[src/rtl/id_ex_stage_reg_pkg.sv]
// Shared encodings for the ID/EX boundary: ALU commands and the control bundle
// that a bubble or flush squashes.
package id_ex_stage_reg_pkg;

  typedef enum logic [3:0] {
    ALU_NONE = 4'b0000,
    ALU_MOV  = 4'b0001,
    ALU_ADD  = 4'b0010,
    ALU_ADC  = 4'b0011,
    ALU_SUB  = 4'b0100,
    ALU_SBC  = 4'b0101,
    ALU_AND  = 4'b0110,
    ALU_ORR  = 4'b0111,
    ALU_EOR  = 4'b1000,
    ALU_MVN  = 4'b1001
  } alu_cmd_e;

  typedef struct packed {
    logic [3:0] alu_cmd;
    logic       mem_read;
    logic       mem_write;
    logic       wb_en;
    logic       branch;
    logic       status_en;
  } ctrl_t;

  localparam ctrl_t CTRL_NOP = '0;

  // Control bits only survive when the slot holds a real instruction.
  function automatic ctrl_t gate_ctrl(input ctrl_t c, input logic keep);
    return keep ? c : CTRL_NOP;
  endfunction

endpackage

[src/rtl/id_ex_stage_reg_sat_counter.sv]
// Enable-gated up counter that sticks at all-ones; synchronous clear.
module sat_counter #(
  parameter int W = 16
) (
  input  logic         clk,
  input  logic         clr,
  input  logic         en,
  output logic [W-1:0] count
);

  always_ff @(posedge clk) begin
    if (clr)                    count <= '0;
    else if (en && count != '1) count <= count + 1'b1;
  end

endmodule

[src/rtl/id_ex_stage_reg.sv]
// ID/EX pipeline register with freeze, flush and bubble insertion, plus a
// saturating count of squashed slots for performance visibility.
module id_ex_stage_reg
  import id_ex_stage_reg_pkg::*;
#(
  parameter int DATA_W     = 32,
  parameter int REG_ADDR_W = 4,
  parameter int CNT_W      = 16
) (
  input  logic                  clk,
  input  logic                  rst,
  input  logic                  freeze,
  input  logic                  flush,
  input  logic                  bubble,
  input  logic                  id_valid,
  input  logic [DATA_W-1:0]     id_pc,
  input  logic [3:0]            id_alu_cmd,
  input  logic                  id_mem_read,
  input  logic                  id_mem_write,
  input  logic                  id_wb_en,
  input  logic                  id_branch,
  input  logic                  id_status_en,
  input  logic [DATA_W-1:0]     id_val_rn,
  input  logic [DATA_W-1:0]     id_val_rm,
  input  logic                  id_imm,
  input  logic [11:0]           id_shift_operand,
  input  logic [23:0]           id_signed_imm_24,
  input  logic [REG_ADDR_W-1:0] id_dest,
  input  logic [REG_ADDR_W-1:0] id_src1,
  input  logic [REG_ADDR_W-1:0] id_src2,
  input  logic                  id_carry,
  output logic                  ex_valid,
  output logic [DATA_W-1:0]     ex_pc,
  output logic [3:0]            ex_alu_cmd,
  output logic                  ex_mem_read,
  output logic                  ex_mem_write,
  output logic                  ex_wb_en,
  output logic                  ex_branch,
  output logic                  ex_status_en,
  output logic [DATA_W-1:0]     ex_val_rn,
  output logic [DATA_W-1:0]     ex_val_rm,
  output logic                  ex_imm,
  output logic [11:0]           ex_shift_operand,
  output logic [23:0]           ex_signed_imm_24,
  output logic [REG_ADDR_W-1:0] ex_dest,
  output logic [REG_ADDR_W-1:0] ex_src1,
  output logic [REG_ADDR_W-1:0] ex_src2,
  output logic                  ex_carry,
  output logic [CNT_W-1:0]      bubble_count
);

  ctrl_t id_ctrl, ex_ctrl;
  logic  cnt_en;

  assign id_ctrl = '{alu_cmd:   id_alu_cmd,
                     mem_read:  id_mem_read,
                     mem_write: id_mem_write,
                     wb_en:     id_wb_en,
                     branch:    id_branch,
                     status_en: id_status_en};

  always_ff @(posedge clk) begin
    if (rst) begin
      ex_valid         <= 1'b0;
      ex_ctrl          <= CTRL_NOP;
      ex_pc            <= '0;
      ex_val_rn        <= '0;
      ex_val_rm        <= '0;
      ex_imm           <= 1'b0;
      ex_shift_operand <= '0;
      ex_signed_imm_24 <= '0;
      ex_dest          <= '0;
      ex_src1          <= '0;
      ex_src2          <= '0;
      ex_carry         <= 1'b0;
    end else if (!freeze) begin
      if (flush) begin
        // Squashed slot carries no data at all.
        ex_valid         <= 1'b0;
        ex_ctrl          <= CTRL_NOP;
        ex_pc            <= '0;
        ex_val_rn        <= '0;
        ex_val_rm        <= '0;
        ex_imm           <= 1'b0;
        ex_shift_operand <= '0;
        ex_signed_imm_24 <= '0;
        ex_dest          <= '0;
        ex_src1          <= '0;
        ex_src2          <= '0;
        ex_carry         <= 1'b0;
      end else begin
        // Bubble keeps the data so forwarding compares stay benign (wb_en=0).
        ex_valid         <= id_valid && !bubble;
        ex_ctrl          <= gate_ctrl(id_ctrl, id_valid && !bubble);
        ex_pc            <= id_pc;
        ex_val_rn        <= id_val_rn;
        ex_val_rm        <= id_val_rm;
        ex_imm           <= id_imm;
        ex_shift_operand <= id_shift_operand;
        ex_signed_imm_24 <= id_signed_imm_24;
        ex_dest          <= id_dest;
        ex_src1          <= id_src1;
        ex_src2          <= id_src2;
        ex_carry         <= id_carry;
      end
    end
  end

  assign ex_alu_cmd   = ex_ctrl.alu_cmd;
  assign ex_mem_read  = ex_ctrl.mem_read;
  assign ex_mem_write = ex_ctrl.mem_write;
  assign ex_wb_en     = ex_ctrl.wb_en;
  assign ex_branch    = ex_ctrl.branch;
  assign ex_status_en = ex_ctrl.status_en;

  // flush+bubble in one cycle counts once.
  assign cnt_en = !freeze && (flush || bubble);

  sat_counter #(.W(CNT_W)) u_bubble_cnt (
    .clk   (clk),
    .clr   (rst),
    .en    (cnt_en),
    .count (bubble_count)
  );

endmodule

[config.mk]
export PLATFORM = sky130hd
export DESIGN_NAME = id_ex_stage_reg
export DESIGN_NICKNAME = d
export VERILOG_FILES = /design/src/rtl/id_ex_stage_reg_pkg.sv /design/src/rtl/id_ex_stage_reg_sat_counter.sv /design/src/rtl/id_ex_stage_reg.sv
export SDC_FILE = /design/constraint.sdc
export NUM_CORES = 1
export LEC_CHECK = 0
export CAP_MARGIN = 10
export CORE_MARGIN = 4
export CORE_UTILIZATION = 44
export DETAILED_ROUTE_END_ITERATION = 16
export PLACE_DENSITY = 0.85
export SLEW_MARGIN = 20
export SYNTH_ARGS = -nofsm -noshare
export SYNTH_HDL_FRONTEND = slang
export SYNTH_HIERARCHICAL = 1
export SYNTH_SLANG_ARGS = --single-unit
[constraint.sdc]
create_clock -name clk -period 4.5 [get_ports clk]
set_input_delay 0.45 -clock clk [delete_from_list [all_inputs] [get_ports clk]]
set_output_delay 0.45 -clock clk [all_outputs]
set_load 0.05 [all_outputs]
==> results of run 1 <==
cells in the final DEF (no fill, tap or decap), drive strengths merged, types with 2 or more instances in the layout:
| master | synthesis | routed |
|---|---|---|
| nand4 | 4 | 4 |
| inv | 3 | 7 |
| or3b | 146 | 146 |
| a21oi | 157 | 157 |
| clkbuf | 37 | 19 |
| clkinvlp | 0 | 4 |
| nor4 | 3 | 3 |
| nand3 | 6 | 6 |
| dfxtp | 172 | 172 |
| buf | 34 | 7 |
| o21ai | 4 | 4 |
| and4 | 3 | 3 |
| a32o | 9 | 9 |
| or3 | 3 | 3 |
| nand2 | 154 | 154 |
| o31ai | 6 | 6 |
| or4 | 7 | 7 |
| nor2 | 9 | 9 |
| xnor2 | 2 | 2 |
| nor3 | 4 | 4 |
| nor2b | 3 | 3 |
| clkinv | 0 | 3 |
| clkdlybuf4s50 | 0 | 329 |
how the worst min path moves through the flow:
stage          slack (ps)                 from             endpoint  cells after the start
6_report              450               freeze            ex_pc[19]                      3
5_1_grt               470               freeze             ex_pc[7]                      3
4_1_cts               440               freeze            ex_pc[24]                      3
3_5_place_dp          450  ex_signed_imm_24[7]  ex_signed_imm_24[7]                      2
3_3_place_gp          440            ex_pc[13]            ex_pc[13]                      2
2_1_floorplan         600        id_alu_cmd[0]        ex_alu_cmd[0]                      1
cell families (layout without fill, tap and decap cells):
| kind of cell | after synthesis | count (layout) |
|---|---|---|
| AOI/OAI and AO/OA | 179 | 179 |
| xor gates and xnor gates | 2 | 2 |
| adders and majority gates | 1 | 1 |
| buffers and inverters | 74 | 370 |
| DFF | 172 | 172 |
| muxes | 2 | 2 |
| and+or+nand+nor | 347 | 347 |
flip-flops by register name, summed over array words and instances, names as in the netlist:
register	cells
ex_val_rn	32
ex_mem_read	1
ex_status_en	1
ex_shift_operand	12
ex_dest	4
ex_mem_write	1
ex_alu_cmd	4
ex_signed_imm_24	24
ex_src2	4
ex_branch	1
ex_wb_en	1
ex_src1	4
ex_imm	1
ex_val_rm	32
u_bubble_cnt/count	16
ex_carry	1
ex_valid	1
ex_pc	32
power by group through the flow:
stage	clock network, W	registers (W)	logic (W)
2_1_floorplan	0	0.00182	0.000162
3_3_place_gp	0	0.00163	0.000598
3_5_place_dp	0	0.00164	0.000602
4_1_cts	0.00144	0.00160	0.000605
5_1_grt	0.00151	0.00161	0.000638
6_report	0.00141	0.00160	0.000602
layout make-up:
class | count | area [um^2]
flip-flops and latches | 172 | 3440
fillers | 1233 | 4570
multi-input cells | 531 | 3210
repair buffers | 336 | 3360
clock inverters | 12 | 114
clock buffers | 19 | 453
inverters | 3 | 11.3
well taps | 211 | 264
per-layer routing:
layer	track usage [%]	routed length (um)	vias up
met5	0	0	-
met4	8.48	544	0
met3	8.48	1910	35
met2	39.1	10600	248
met1	26.5	8450	3005
li1	-	-	3300
through the flow:
step	util, %	setup WS (ps)	instances	power (W)
2_1_floorplan	-	2270	777	0.00198
3_3_place_gp	66.7	2020	1253	0.00223
3_5_place_dp	66.7	2000	1253	0.00224
4_1_cts	70.4	2270	1284	0.00365
5_1_grt	70.4	2220	1284	0.00376
6_report	70.4	2300	1284	0.00362
==> results.json, run 1 <==
{
  "wl_per_cell_um": 16.8,
  "cpPeakStageDelay_ps": 870,
  "ys_seq_area_share_pct": 49.0,
  "synth-edff-count": 0,
  "placed_cell_area_um2": 10300,
  "drtIter0Drc": 336,
  "synth_adder_area_share_pct": 0.178,
  "slew_viol_final": 0,
  "power.share.combinational_pct": 16.6,
  "layout.nets": 1223,
  "rr_worst_depth": 5,
  "synthTopCellsByCount": "172 x dfxtp_1, 156 x a21oi_1, 153 x nand2_1, 146 x or3b_1, 36 x clkbuf_1",
  "synthXorXnorAreaFrac_pct": 0.249,
  "post_drt_via_cell_ratio": 5.13,
  "hold_slack_ps": 454,
  "hpwl_mm": 14.9,
  "path_class": "reg -> out",
  "dieWidth_um": 134,
  "cp.depth": 1,
  "synth_ff_type": "dfxtp_1",
  "cts_resized": 0,
  "hold_viol": 0,
  "routed_wirelength_mm": 21.5,
  "cts_sinks": 172,
  "fmax_mhz": 454,
  "yosysTopAreaCellShare_pct": 49.0,
  "htreeDepth": 4,
  "core_um2": 15400,
  "gp_congestion": 0.837,
  "period_share_pct": 48.9,
  "p_sw_w": 0.000980,
  "synth_area_per_cell_um2": 9.04,
  "cts_hold_buf": 0,
  "fin_area_um2": 10900,
  "p_leak_nw": 3.74,
  "synth_fp_nets": 939,
  "tightestPinTransition_ps": 796,
  "critPathLaunchType": "register",
  "synth_cell_types": 40,
  "internal-power_w": 0.00263,
  "rsz0062_at_grt": "no",
  "r2r_setup_slack_ps": 2510,
  "drive_gt1_share_pct": 4.29,
  "post-route-drc-count": 0,
  "drtAntennaViolNets": 0,
  "setup_viol": 0,
  "syn_to_final_growth_pct": 54.5,
  "grt.overflow.total": 0,
  "r2r_start": "u_bubble_cnt/count[0]",
  "n_antenna_cell": 0,
  "cts_tree": "yes",
  "cts_made_buffers": 17,
  "cts_buffer_depth": 2,
  "fin_worst_skew_ps": 7.94,
  "start_util_pct": 45.5,
  "synthArstFlopShare_pct": 0,
  "port_buffers": 332,
  "path_cells": "clkdlybuf4s50_1",
  "synthesis.area_um2": 7030,
  "worstPathMaxFanout": 7,
  "yosysWarnings": 6,
  "synth-compound-area-share_pct": 13.8,
  "drtPass1Iterations": 4,
  "io_pins": 333,
  "ys_ff_latch": 172,
  "synth_mux_area_share_pct": 0.303,
  "postCtsSetupBuffers": 0,
  "status": "completed",
  "crit_start": "u_bubble_cnt/count[5]",
  "critPathCapture": "bubble_count[5]",
  "vdd_drop_max_mv": 0.240,
  "synth_top_family_by_area": "simple AND/OR/NAND/NOR gates",
  "synth_cells": 777,
  "path_buf_inv": 1,
  "seq_power_share_pct": 44.3,
  "track_usage_pct": 23.0,
  "switching_share_pct": 27.1,
  "max_cap_violations": 0,
  "synth_area_leader_cell": "dfxtp_1",
  "hold_class": "in -> reg",
  "grt_antenna_before_repair": 0,
  "tns_ps": 0,
  "yosysMostFrequentCell": "dfxtp_1",
  "clkSlewWorstSetupHoldPaths_ps": 60,
  "rr_endpoint": "u_bubble_cnt/count[11]",
  "pwr-share-clk_pct": 39.0,
  "crit_family": "buffers and inverters",
  "rows": 45,
  "synthSimpleGateAreaFrac_pct": 31.1,
  "grt_pass1_vias": 6128,
  "power_density_nw_per_um2": 333,
  "cp-end-kind": "output pin",
  "vias": 6588,
  "min_period_ps": 2200,
  "root_buffer": "clkbuf_16",
  "die_area_um2": 18100,
  "relSlewSlack_pct": 47.0,
  "dieHeight_um": 134,
  "clk_latency_ps": 420,
  "required_ps": 4050,
  "grt_pass1_wl_mm": 33.1,
  "grt_max_degree": 233,
  "critPathSlowestCell": "clkdlybuf4s50_1",
  "arrival_ps": 1750,
  "yosys-top-cells-area": "dfxtp_1 49%, or3b_1 18%, a21oi_1 11%"
}
(Power assumes the default switching activity.)
==> run 2: changes to the inputs <==
- CORE_UTILIZATION: 44 -> 41
- PLACE_DENSITY: 0.85 -> 0.8
- clock period: 4.5 -> 2.08 ns (I/O delays scaled with it)
==> run 2 against run 1 <==
Against the previous run:
- register-to-register slack worse by 2300 ps
- critical path depth stayed put
- cell area is 0.73% higher
- critical endpoint unchanged
- largest cell class is now buffers
==> results.json, run 2 (same netlist as run 1, synthesis figures left out) <==
{
  "die_area_um2": 19300,
  "cts_hold_buf": 0,
  "layout_commonest_cell": "clkdlybuf4s50_1",
  "rows": 47,
  "io_pins": 333,
  "slew_viol_final": 0,
  "dieHeight_um": 139,
  "syn_to_final_growth_pct": 55.6,
  "core_um2": 16700,
  "power_density_nw_per_um2": 710,
  "grt_antenna_before_repair": 0,
  "track_usage_pct": 20.6,
  "htreeDepth": 4,
  "fin_worst_skew_ps": 9.82,
  "cpPeakStageDelay_ps": 860,
  "drtPass1Iterations": 4,
  "routed_wirelength_mm": 20.9,
  "cts_resized": 0,
  "status": "completed",
  "clk_latency_ps": 420,
  "hold_class": "in -> reg",
  "top_regs": "ex_pc (32), ex_val_rm (32), ex_val_rn (32)",
  "fmax_mhz": 511,
  "worst_slack_ps": 122,
  "setup_viol": 0,
  "wl_per_cell_um": 16.1,
  "place_ws_ps": 135,
  "max_cap_violations": 0,
  "grt.overflow.total": 0,
  "cp-end-kind": "output pin",
  "n_antenna_cell": 0,
  "cts_made_buffers": 17,
  "rsz0062_at_grt": "no",
  "worstPathMaxFanout": 7,
  "crit_family": "buffers and inverters",
  "required_ps": 1870,
  "drive_gt1_share_pct": 4.73,
  "critPathSlowestCell": "clkdlybuf4s50_1",
  "layout_common_cells": "329 x clkdlybuf4s50_1, 172 x dfxtp_1, 156 x a21oi_1",
  "path_class": "reg -> out",
  "period_share_pct": 94.1,
  "fin_cells": 1299,
  "critPathLaunchType": "register",
  "dieWidth_um": 139,
  "cts_sinks": 172,
  "grt_pass1_wl_mm": 32.6,
  "drtIter0Drc": 361,
  "start_util_pct": 42.1,
  "cts_buffer_depth": 2,
  "arrival_ps": 1750,
  "hold_viol": 0,
  "vias": 6561,
  "postCtsSetupBuffers": 0,
  "path_cells": "clkdlybuf4s50_1",
  "p_leak_nw": 3.79,
  "grt_pass1_vias": 6075,
  "tns_ps": 0,
  "placed_cell_area_um2": 10400,
  "port_buffers": 332,
  "vdd_drop_max_mv": 0.530,
  "post-route-drc-count": 0,
  "placed_cells": 1267,
  "relSlewSlack_pct": 54.6,
  "cts_tree": "yes",
  "post_drt_via_cell_ratio": 5.05,
  "root_buffer": "clkbuf_16",
  "drtAntennaViolNets": 0,
  "fin_area_um2": 10900,
  "tightestPinTransition_ps": 682,
  "nFillCells": 1405,
  "path_buf_inv": 1,
  "clkSlewWorstSetupHoldPaths_ps": 70,
  "grt_max_degree": 180,
  "hpwl_mm": 14.2,
  "gp_congestion": 0.869,
  "layout.nets": 1228,
  "min_period_ps": 1960
}
## run 2: final timing paths
path	from	to	slack, ps	cells after the start
worst max-delay path	u_bubble_cnt/count[5]	bubble_count[5]	120	1
worst min-delay path	rst	u_bubble_cnt/count[9]	120	2
worst max register to register	u_bubble_cnt/count[0]	u_bubble_cnt/count[11]	210	5
worst min register to register	ex_val_rn[28]	ex_val_rn[28]	460	2
## run 2: metal layers
metal  up-vias  track usage [%]  part of all wire (%)
met4         0             7.98                   2.9
met1      2973             23.9                    41
met3        42             6.97                   7.6
li1       3310                -                     -
met2       236             35.1                    49
met5         -                0                     0
## run 2: final cells by class
| cell class | instances | area, um^2 | area share [%] |
|---|---|---|---|
| Multi-Input combinational cell | 531 | 3210 | 29.3 |
| Inverter | 3 | 11.3 | 0.103 |
| Tap cell | 220 | 275 | 2.52 |
| Clock buffer | 18 | 429 | 3.93 |
| Clock inverter | 14 | 118 | 1.08 |
| Sequential cell | 172 | 3440 | 31.5 |
| Timing Repair Buffer | 341 | 3450 | 31.6 |
## run 2: stage by stage
stage / total power (W) / hold WS (ps) / util (%)
global route: 0.00809 / 113 / 65.5
CTS: 0.00787 / 98.1 / 65.5
detailed placement: 0.00486 / 451 / 62.2
floorplan: 0.00428 / 363 / -
global placement: 0.00485 / 439 / 62.2
finish: 0.00777 / 123 / 65.5
## run 2: power breakdown
group / leakage (nW) / internal, W / switching, W / total, W
Sequential: 1.40 / 0.00341 / 0.0000567 / 0.00346
Clock: 0.267 / 0.00165 / 0.00134 / 0.00298
Combinational: 2.12 / 0.000591 / 0.000728 / 0.00132
==> run 3: changes to the inputs <==
- CTS_CLUSTER_DIAMETER: default -> 150
==> results of run 3 <==
Final layout, timing and power as in run 2 (identical DEF).
